[src/rtl/chimera_apb_to_reg_if.sv]
// APB completer bus plus reg-interface request bus for chimera_apb_to_reg.
// The slave modport is the bridge's view; master is the view of whatever
// drives APB and models the reg target.
interface chimera_apb_to_reg_if #(
  parameter int AddrWidth = 32,
  parameter int DataWidth = 32
);
  logic [AddrWidth-1:0]   paddr_i;
  logic                   psel_i;
  logic                   penable_i;
  logic                   pwrite_i;
  logic [DataWidth-1:0]   pwdata_i;
  logic [DataWidth/8-1:0] pstrb_i;
  logic                   pready_o;
  logic [DataWidth-1:0]   prdata_o;
  logic                   pslverr_o;
  logic                   reg_valid_o;
  logic                   reg_write_o;
  logic [AddrWidth-1:0]   reg_addr_o;
  logic [DataWidth-1:0]   reg_wdata_o;
  logic [DataWidth/8-1:0] reg_wstrb_o;
  logic                   reg_ready_i;
  logic [DataWidth-1:0]   reg_rdata_i;
  logic                   reg_error_i;
  logic                   timeout_o;

  modport slave (
    input  paddr_i, psel_i, penable_i, pwrite_i, pwdata_i, pstrb_i,
    output pready_o, prdata_o, pslverr_o,
    output reg_valid_o, reg_write_o, reg_addr_o, reg_wdata_o, reg_wstrb_o,
    input  reg_ready_i, reg_rdata_i, reg_error_i,
    output timeout_o
  );

  modport master (
    output paddr_i, psel_i, penable_i, pwrite_i, pwdata_i, pstrb_i,
    input  pready_o, prdata_o, pslverr_o,
    input  reg_valid_o, reg_write_o, reg_addr_o, reg_wdata_o, reg_wstrb_o,
    output reg_ready_i, reg_rdata_i, reg_error_i,
    input  timeout_o
  );
endinterface

[src/rtl/chimera_apb_to_reg.sv]
// APB completer that forwards each transfer as a single reg-bus request.
// A request is issued the cycle after the APB setup phase, held until the
// target answers or the timeout limit forces an error completion, and the
// captured response is returned in the following APB access cycle.
module chimera_apb_to_reg #(
  parameter int AddrWidth     = 32,
  parameter int DataWidth     = 32,
  parameter int TimeoutCycles = 255
) (
  input  logic                  clk_i,
  input  logic                  rst_i,
  chimera_apb_to_reg_if.slave   bus
);
  localparam int          StrbWidth = DataWidth / 8;
  localparam logic [15:0] CntLimit  = 16'(TimeoutCycles - 1);

  typedef enum logic [1:0] {IDLE, REQ, RESP} state_e;

  state_e                 state_q, state_d;
  logic [AddrWidth-1:0]   addr_q, addr_d;
  logic                   write_q, write_d;
  logic [DataWidth-1:0]   wdata_q, wdata_d;
  logic [StrbWidth-1:0]   strb_q, strb_d;
  logic [DataWidth-1:0]   rdata_q, rdata_d;
  logic                   err_q, err_d;
  logic [15:0]            cnt_q, cnt_d;
  logic                   abort_q, abort_d;   // psel seen low during REQ
  logic                   timeout_q, timeout_d;
  logic                   drop;               // response must be discarded

  // State and datapath registers
  always_ff @(posedge clk_i or posedge rst_i) begin
    if (rst_i) begin
      state_q   <= IDLE;
      addr_q    <= '0;
      write_q   <= 1'b0;
      wdata_q   <= '0;
      strb_q    <= '0;
      rdata_q   <= '0;
      err_q     <= 1'b0;
      cnt_q     <= '0;
      abort_q   <= 1'b0;
      timeout_q <= 1'b0;
    end else begin
      state_q   <= state_d;
      addr_q    <= addr_d;
      write_q   <= write_d;
      wdata_q   <= wdata_d;
      strb_q    <= strb_d;
      rdata_q   <= rdata_d;
      err_q     <= err_d;
      cnt_q     <= cnt_d;
      abort_q   <= abort_d;
      timeout_q <= timeout_d;
    end
  end

  assign drop = abort_q | ~bus.psel_i;

  // Next-state and capture logic
  always_comb begin
    state_d   = state_q;
    addr_d    = addr_q;
    write_d   = write_q;
    wdata_d   = wdata_q;
    strb_d    = strb_q;
    rdata_d   = rdata_q;
    err_d     = err_q;
    cnt_d     = cnt_q;
    abort_d   = abort_q;
    timeout_d = 1'b0;
    case (state_q)
      IDLE: begin
        // An access phase without a preceding setup is ignored here.
        if (bus.psel_i && !bus.penable_i) begin
          addr_d  = bus.paddr_i;
          write_d = bus.pwrite_i;
          wdata_d = bus.pwdata_i;
          strb_d  = bus.pwrite_i ? bus.pstrb_i : '0;
          cnt_d   = '0;
          abort_d = 1'b0;
          state_d = REQ;
        end
      end
      REQ: begin
        if (!bus.psel_i) abort_d = 1'b1;
        // A response on the limit cycle still counts as a normal completion.
        if (bus.reg_ready_i) begin
          rdata_d = write_q ? '0 : bus.reg_rdata_i;
          err_d   = bus.reg_error_i;
          state_d = drop ? IDLE : RESP;
        end else if (cnt_q == CntLimit) begin
          rdata_d   = '0;
          err_d     = 1'b1;
          timeout_d = 1'b1;
          state_d   = drop ? IDLE : RESP;
        end else if (cnt_q != 16'hFFFF) begin
          cnt_d = cnt_q + 16'd1;
        end
      end
      RESP:    state_d = IDLE;
      default: state_d = IDLE;
    endcase
  end

  // Reg side comes straight from registers; APB response gated to the
  // completing access cycle so read data never leaks into other cycles.
  assign bus.reg_valid_o = (state_q == REQ);
  assign bus.reg_write_o = write_q;
  assign bus.reg_addr_o  = addr_q;
  assign bus.reg_wdata_o = wdata_q;
  assign bus.reg_wstrb_o = strb_q;
  assign bus.pready_o    = (state_q == RESP) && bus.psel_i && bus.penable_i;
  assign bus.prdata_o    = bus.pready_o ? rdata_q : '0;
  assign bus.pslverr_o   = bus.pready_o & err_q;
  assign bus.timeout_o   = timeout_q;
endmodule

[src/flat_wrapper.sv]
// flat-port wrapper written by rule: the top's interface ports become plain ports
module chimera_apb_to_reg_flat 
#(
  parameter int AddrWidth     = 32,
  parameter int DataWidth     = 32,
  parameter int TimeoutCycles = 255
)
  (clk_i, rst_i, bus_paddr_i, bus_psel_i, bus_penable_i, bus_pwrite_i, bus_pwdata_i, bus_pstrb_i, bus_pready_o, bus_prdata_o, bus_pslverr_o, bus_reg_valid_o, bus_reg_write_o, bus_reg_addr_o, bus_reg_wdata_o, bus_reg_wstrb_o, bus_reg_ready_i, bus_reg_rdata_i, bus_reg_error_i, bus_timeout_o);
  chimera_apb_to_reg_if #(.AddrWidth(AddrWidth), .DataWidth(DataWidth)) bus_i ();
  input  logic clk_i;
  input  logic rst_i;
  input wire logic [$bits(bus_i.paddr_i)-1:0] bus_paddr_i;
  input wire logic [$bits(bus_i.psel_i)-1:0] bus_psel_i;
  input wire logic [$bits(bus_i.penable_i)-1:0] bus_penable_i;
  input wire logic [$bits(bus_i.pwrite_i)-1:0] bus_pwrite_i;
  input wire logic [$bits(bus_i.pwdata_i)-1:0] bus_pwdata_i;
  input wire logic [$bits(bus_i.pstrb_i)-1:0] bus_pstrb_i;
  output wire logic [$bits(bus_i.pready_o)-1:0] bus_pready_o;
  output wire logic [$bits(bus_i.prdata_o)-1:0] bus_prdata_o;
  output wire logic [$bits(bus_i.pslverr_o)-1:0] bus_pslverr_o;
  output wire logic [$bits(bus_i.reg_valid_o)-1:0] bus_reg_valid_o;
  output wire logic [$bits(bus_i.reg_write_o)-1:0] bus_reg_write_o;
  output wire logic [$bits(bus_i.reg_addr_o)-1:0] bus_reg_addr_o;
  output wire logic [$bits(bus_i.reg_wdata_o)-1:0] bus_reg_wdata_o;
  output wire logic [$bits(bus_i.reg_wstrb_o)-1:0] bus_reg_wstrb_o;
  input wire logic [$bits(bus_i.reg_ready_i)-1:0] bus_reg_ready_i;
  input wire logic [$bits(bus_i.reg_rdata_i)-1:0] bus_reg_rdata_i;
  input wire logic [$bits(bus_i.reg_error_i)-1:0] bus_reg_error_i;
  output wire logic [$bits(bus_i.timeout_o)-1:0] bus_timeout_o;
  assign bus_i.paddr_i = bus_paddr_i;
  assign bus_i.psel_i = bus_psel_i;
  assign bus_i.penable_i = bus_penable_i;
  assign bus_i.pwrite_i = bus_pwrite_i;
  assign bus_i.pwdata_i = bus_pwdata_i;
  assign bus_i.pstrb_i = bus_pstrb_i;
  assign bus_pready_o = bus_i.pready_o;
  assign bus_prdata_o = bus_i.prdata_o;
  assign bus_pslverr_o = bus_i.pslverr_o;
  assign bus_reg_valid_o = bus_i.reg_valid_o;
  assign bus_reg_write_o = bus_i.reg_write_o;
  assign bus_reg_addr_o = bus_i.reg_addr_o;
  assign bus_reg_wdata_o = bus_i.reg_wdata_o;
  assign bus_reg_wstrb_o = bus_i.reg_wstrb_o;
  assign bus_i.reg_ready_i = bus_reg_ready_i;
  assign bus_i.reg_rdata_i = bus_reg_rdata_i;
  assign bus_i.reg_error_i = bus_reg_error_i;
  assign bus_timeout_o = bus_i.timeout_o;
  chimera_apb_to_reg #(.AddrWidth(AddrWidth), .DataWidth(DataWidth), .TimeoutCycles(TimeoutCycles)) u_core (.clk_i(clk_i), .rst_i(rst_i), .bus(bus_i));
endmodule
[config.mk]
export PLATFORM = sky130hd
export DESIGN_NAME = chimera_apb_to_reg_flat
export DESIGN_NICKNAME = d
export VERILOG_FILES = /design/src/rtl/chimera_apb_to_reg_if.sv /design/src/rtl/chimera_apb_to_reg.sv /design/src/flat_wrapper.sv
export SDC_FILE = /design/constraint.sdc
export NUM_CORES = 1
export LEC_CHECK = 0
export CAP_MARGIN = 10
export CELL_PAD_IN_SITES_DETAIL_PLACEMENT = 1
export CELL_PAD_IN_SITES_GLOBAL_PLACEMENT = 2
export CORE_MARGIN = 1.5
export CORE_UTILIZATION = 27
export DETAILED_ROUTE_END_ITERATION = 8
export PLACE_DENSITY = 0.86
export SLEW_MARGIN = 20
export SYNTH_ARGS = -nofsm -noshare
export SYNTH_HDL_FRONTEND = slang
export SYNTH_SLANG_ARGS = --single-unit
[constraint.sdc]
create_clock -name clk_i -period 7.37 [get_ports clk_i]
set_input_delay 1.474 -clock clk_i [delete_from_list [all_inputs] [get_ports clk_i]]
set_output_delay 1.474 -clock clk_i [all_outputs]
set_load 0.05 [all_outputs]
==> results of run 1 <==
-- synth_stat cells, drive strengths merged, types with 3 or more instances --
cell type | number | area share [%]
a21oi | 4 | 0.37
a31oi | 4 | 0.47
and2 | 34 | 4.0
buf | 9 | 1.3
clkbuf | 29 | 2.0
dfrtp | 122 | 57
inv | 6 | 0.42
nand2 | 272 | 19
nand2b | 3 | 0.35
nand3 | 10 | 0.93
nand4 | 6 | 0.70
nor2 | 8 | 0.56
nor3b | 3 | 0.42
o21ai | 39 | 3.6
o31ai | 21 | 4.8
o41ai | 5 | 1.1
-- path summary, 6_finish.rpt --
path                                       from                   endpoint  slack (ns)  depth (start not counted)
worst max-delay path              bus_penable_i           bus_prdata_o[12]        2.03                          4
min in group asynchronous                 rst_i  u_core.bus.reg_addr_o[22]        1.55                          2
worst min-delay path             u_core.abort_q          u_core.state_q[1]        0.45                          1
worst min register to register   u_core.abort_q          u_core.state_q[1]        0.45                          1
worst max register to register  u_core.cnt_q[0]            u_core.cnt_q[2]        3.83                          7
max in group asynchronous                 rst_i  u_core.bus.reg_addr_o[11]        4.47                          3
-- worst register-to-register path: cells and delay by family, from the launching register on --
| kind | cells | cell delay [ns] |
|---|---|---|
| AND/OR/NAND/NOR | 3 | 1.88 |
| AO/OA/AOI/OAI | 2 | 0.83 |
| flip-flops | 1 | 0.44 |
| adder cells (fa/ha/maj) | 1 | 0.15 |
| buffers and inverters | 1 | 0.08 |
-- kinds of logic (layout without fill, tap and decap cells) --
group	Yosys count	after routing	share of synthesized area, %
simple gates	349	349	28.0
flops	122	122	57.0
buf+inv	44	255	3.71
compound gates	76	76	10.9
fa+ha+maj	2	2	0.467
-- power by group through the flow --
stage / registers, mW / logic, mW / clock network (mW)
floorplan: 1.16 / 0.167 / 0
global placement: 0.876 / 0.741 / 0
detailed placement: 0.878 / 0.749 / 0
CTS: 0.868 / 0.752 / 0.851
global route: 0.882 / 0.794 / 0.885
finish: 0.865 / 0.739 / 0.828
-- state kept, by name, indices dropped and copies added (netlist names) --
name                    cells
u_core.bus.timeout_o        1
u_core.bus.reg_write_o      1
u_core.state_q              2
u_core.abort_q              1
u_core.rdata_q             32
u_core.err_q                1
u_core.bus.reg_wdata_o     32
u_core.cnt_q               16
u_core.bus.reg_wstrb_o      4
u_core.bus.reg_addr_o      32
-- routing by layer --
| metal | vias to the layer above | wire (µm) |
|---|---|---|
| li1 | 2322 | - |
| met1 | 2276 | 7280 |
| met4 | 0 | 203 |
| met2 | 126 | 7660 |
| met3 | 15 | 1120 |
| met5 | - | 0 |
-- metrics by stage --
stage	instance area, µm²	hold slack, ns	power [mW]	utilization, %
global route	8290	0.476	2.56	42.6
floorplan	5360	0.408	1.33	-
CTS	8290	0.449	2.47	42.6
global placement	7700	0.446	1.62	39.6
finish	8290	0.445	2.43	42.6
detailed placement	7700	0.442	1.63	39.6
-- cell type report --
class / count / area share [%]
flip-flops and latches: 122 / 36.8
repair buffers: 218 / 26.1
clock buffers: 18 / 5.30
well taps: 265 / 4.00
inverters: 6 / 0.302
clock inverters: 13 / 1.80
multi-input cells: 427 / 25.6
==> reports/results.tsv, run 1 <==
metric	value	unit
CTS max path bufs	2	
Sequential Power Share	35.6	%
Reg clk slew, reported paths	0.06	ns
cell mode on critical path	clkdlybuf4s50_1	
Setup CP Type	input pin to output port	
status	finished clean	
multi-input logic area	0.00213	mm²
row cnt	51	
Req. time, crit path	5.90	ns
CTS root buffer	clkbuf_16	
Synth Net Count	702	
Die ar.	0.0207	mm²
commonest cells after routing, fill and taps aside	nand2_1, clkdlybuf4s50_1, dfrtp_1	
most common cell after layout, fill and taps aside	nand2_1	
P_int	1.55	mW
ratio of cells with drive above 1 in the final layout	6.84	%
Die Y	144	µm
post-route ant nets	0	
setup_tns	0	ns
first-pass GRT wire length	25.9	mm
crit path DAT	3.86	ns
Area Growth Syn to Fin	54.7	%
unrepaired setup endpoints after global routing	no	
Register Area	0.00305	mm²
pre-CTS WS	1.93	ns
Final Skew	0.00856	ns
Layout Nets	901	
CP Max Fanout	34	
Top FF cell, synth	dfrtp_1	
post-route setup slack	2.03	ns
Post-Synthesis Cell Area	0.00536	mm²
Non-Filler Instances	1069	
DR pass1 iterations	4	
GR peak layer	met2	
Seq/Total Area, Yosys	57.0	%
Worst Setup End Kind	output port	
Max IR drop VDD	0.152	mV
# port buffers	211	
CTS Buf Count	17	
Std-Cell Core Area	0.0195	mm²
synth warn	0	
crit path time final	5.34	ns
Setup-failing EPs final	0	
Detail Placement HPWL	11.1	mm
1st-iter DRT viols	170	
Clk Latency, worst-skew pair	0.42	ns
Rel. slew slack	32.2	%
flop and latch count out of synthesis	122	
FFs w/ async S/R, synth	100	%
Worst path max stage delay	0.82	ns
Pwr per Cell Area	294	mW/mm²
routing usage on met1	20.7	%
I/O Pins	212	
grt met3 use	5.40	%
Clock Power Share	34.1	%
final hold vios	0	
cell total after placement	1038	
CTS sink count	122	
routed length per instance	15.2	µm
leak pwr	3.73	nW
Antenna diodes	0	
largest net degree at the start of global routing	72	
total wire length	16.3	mm
fillers	2213	
GR Util All Layers	16.2	%
Synth Instances	593	
part of the power in combinational logic	30.4	%
number of post-CTS setup repair buffers	0	
CP startpoint kind	input pin	
cells along the critical path	clkdlybuf4s50_1 -> and4b_1 -> and2_1 -> clkdlybuf4s50_1	
CTS resizes	0	
antenna violations before repair	0	
H-tree Lvls	4	
met2 usage	25.7	%
vias after detailed routing	4739	
GPL Wtd Cong	0.738	
CTS tree	built	
P_sw	0.880	mW
Achievable Freq	187	MHz
pins over their slew limit	0	
total of max-cap violations	0	
Worst Hold Class	flip-flop to flip-flop	
Hold-fix buffers, CTS	0	
Distinct cells, synth	40	
Vias/cell	4.43	
# DRC	0	
vias in the first global route	4881	
period utilisation layout	72.4	%
worst slew pin tran	1.02	ns
crit-path leading delay family	buffers and inverters	
Post-synth EDFFs	0	
die width	144	µm
aggregate global routing overflow	0	
switch share	36.2	%
Starting Density	27.5	%
Worst Path Buf+Inv	2	
CP max-delay cell	clkdlybuf4s50_1	
mean post-synth cell area	9.03	µm²
(Power assumes the default switching activity.)
==> run 2: changes to the inputs <==
--- a/config.mk
+++ b/config.mk
@@ -9,9 +9,9 @@
 export CELL_PAD_IN_SITES_DETAIL_PLACEMENT = 1
 export CELL_PAD_IN_SITES_GLOBAL_PLACEMENT = 2
 export CORE_MARGIN = 1.5
-export CORE_UTILIZATION = 27
+export CORE_UTILIZATION = 22
 export DETAILED_ROUTE_END_ITERATION = 8
-export PLACE_DENSITY = 0.86
+export PLACE_DENSITY = 0.75
 export SLEW_MARGIN = 20
 export SYNTH_ARGS = -nofsm -noshare
 export SYNTH_HDL_FRONTEND = slang
==> constraint.sdc (replaced) <==
create_clock -name clk_i -period 4.7 [get_ports clk_i]
set_input_delay 0.94 -clock clk_i [delete_from_list [all_inputs] [get_ports clk_i]]
set_output_delay 0.94 -clock clk_i [all_outputs]
set_load 0.05 [all_outputs]
==> run 2 against run 1 <==
Effect of this change: combinational power up 57%; sequential share of layout area down 0.42 points; register-to-register slack worse by 2.7 ns; critical endpoint is now bus_prdata_o[14]; largest power group unchanged.
==> reports/results.tsv, run 2 (same netlist as run 1, synthesis figures left out) <==
metric	value	unit	change
Die ar.	0.0253	mm²	+22%
routed length per instance	15.4	µm	+1.4%
Std-Cell Core Area	0.0237	mm²	+22%
vias in the first global route	4969		+1.8%
start point of the critical path	bus_psel_i		
Register Area	0.00305	mm²	unchanged
cell mode on critical path	clkdlybuf4s50_1		
status	finished clean		
crit path DAT	2.92	ns	-0.94 ns
unrepaired setup endpoints after global routing	no		
CTS sink count	122		unchanged
row cnt	56		+9.8%
I/O Pins	212		unchanged
first-pass GRT wire length	28.5	mm	+10%
R2R Setup Slk	1.15	ns	-2.68 ns
cells along the critical path	clkdlybuf4s50_1 -> and4b_1 -> buf_4 -> and2_1 -> clkdlybuf4s50_1		
Rel. slew slack	31.9	%	-0.31 points
fin util	35.4	%	-7.2 points
vias after detailed routing	4768		+0.61%
pins over their slew limit	0		unchanged
Worst Setup End Kind	output port		
GPL Wtd Cong	0.755		+2.3%
CP max-delay cell	clkdlybuf4s50_1		
most common cell after layout, fill and taps aside	nand2_1		
Max IR drop VDD	0.183	mV	+20%
worst slew pin tran	1.02	ns	+0.00458 ns
antenna violations before repair	1		+1
period utilisation layout	82.2	%	
reg-to-reg startpoint	u_core.cnt_q[0]		
Setup CP Type	input pin to output port		
setup_tns	0	ns	unchanged
commonest cells after routing, fill and taps aside	nand2_1, clkdlybuf4s50_1, dfrtp_1		
Layout Nets	904		+0.33%
multi-input logic area	0.00213	mm²	unchanged
Worst Min Path Start	u_core.abort_q		
CTS max path bufs	2		unchanged
post-route ant nets	0		unchanged
Area Growth Syn to Fin	56.5	%	
aggregate global routing overflow	0		unchanged
Final Power	3.86	mW	+59%
die width	159	µm	+11%
Die Y	159	µm	+11%
H-tree Lvls	4		unchanged
Setup-failing EPs final	0		unchanged
crit path time final	3.86	ns	
DR pass1 iterations	4		unchanged
total of max-cap violations	0		unchanged
# port buffers	211		unchanged
Worst path max stage delay	0.80	ns	-0.02 ns
Area after DPL	0.00778	mm²	+1.1%
largest net degree at the start of global routing	70		-2.8%
Req. time, crit path	3.76	ns	-2.14 ns
Clk Latency, worst-skew pair	0.42	ns	about the same
Starting Density	22.6	%	-4.9 points
CP Max Fanout	34		unchanged
Detail Placement HPWL	11.8	mm	+6.2%
number of post-CTS setup repair buffers	0		unchanged
Vias/cell	4.23		-4.7%
Final Skew	0.0113	ns	+0.00278 ns
ratio of cells with drive above 1 in the final layout	7.43	%	+0.58 points
GR Util All Layers	14.3	%	-2.0 points
total wire length	17.4	mm	+7.0%
CP startpoint kind	input pin		
fillers	2753		+24%
Reg clk slew, reported paths	0.05	ns	about the same
final hold vios	0		unchanged
CTS root buffer	clkbuf_16		
CTS resizes	0		unchanged
# DRC	0		unchanged
1st-iter DRT viols	203		+19%
CTS tree	built		
Hold-fix buffers, CTS	0		unchanged
CTS Buf Count	17		unchanged
Pwr per Cell Area	460	mW/mm²	+57%
Achievable Freq	259	MHz	
leak pwr	3.75	nW	+0.64%
Design Area, Final	0.00838	mm²	+1.2%
Worst Hold Class	flip-flop to flip-flop		
-- run 2: cell types whose count changed in the layout (fill, tap and decap cells not counted), sizes merged --
cell / delta
buf: +5
clkinv: -4
inv: +3
clkbuf: +2
clkdlybuf4s50: -2
diode: +1
-- run 2: cell type report --
class / instances / area share, %
sequential: 122 / 36.4
timing repair buffer: 221 / 26.0
multi-input combinational: 427 / 25.4
clock buffer: 20 / 5.45
tap: 319 / 4.76
clock inverter: 12 / 1.67
inverter: 6 / 0.298
antenna: 1 / 0.0298
-- run 2: path summary, 6_finish.rpt --
kind	cells after the start	endpoint
min in group asynchronous	2	u_core.bus.reg_addr_o[23]
min reg2reg	1	u_core.state_q[1]
max in group asynchronous	3	u_core.bus.reg_addr_o[6]
min	1	u_core.state_q[1]
max reg2reg	7	u_core.cnt_q[2]
max	5	bus_prdata_o[14]
-- run 2: metal layers --
layer	up-vias	global-route usage, %	share of wire [%]
li1	2333	-	-
met1	2282	18.7	46
met2	131	22.5	47
met3	22	4.01	5.5
met4	0	5.23	1.8
met5	-	0	0
-- run 2: per-stage QoR --
stage / hold slack, ns / instances / setup slack (ns)
floorplan: 0.408 / 593 / 0.517
global placement: 0.442 / 1095 / 0.863
detailed placement: 0.430 / 1095 / 0.799
CTS: 0.438 / 1127 / 0.801
global route: 0.468 / 1127 / 0.701
finish: 0.432 / 1128 / 0.836
-- run 2: power by group --
group	internal, mW	total [mW]	switching (mW)	leakage, nW
sequential	1.25	1.36	0.112	1.57
clock	0.815	1.34	0.521	0.284
combinational	0.394	1.16	0.770	1.89
total	2.46	3.86	1.40	3.75
-- run 2: worst max-delay path, delay by kind of cell --
kind	cells	cell delay (ns)
buffers and inverters	3	1.59
AND/OR/NAND/NOR	2	0.38
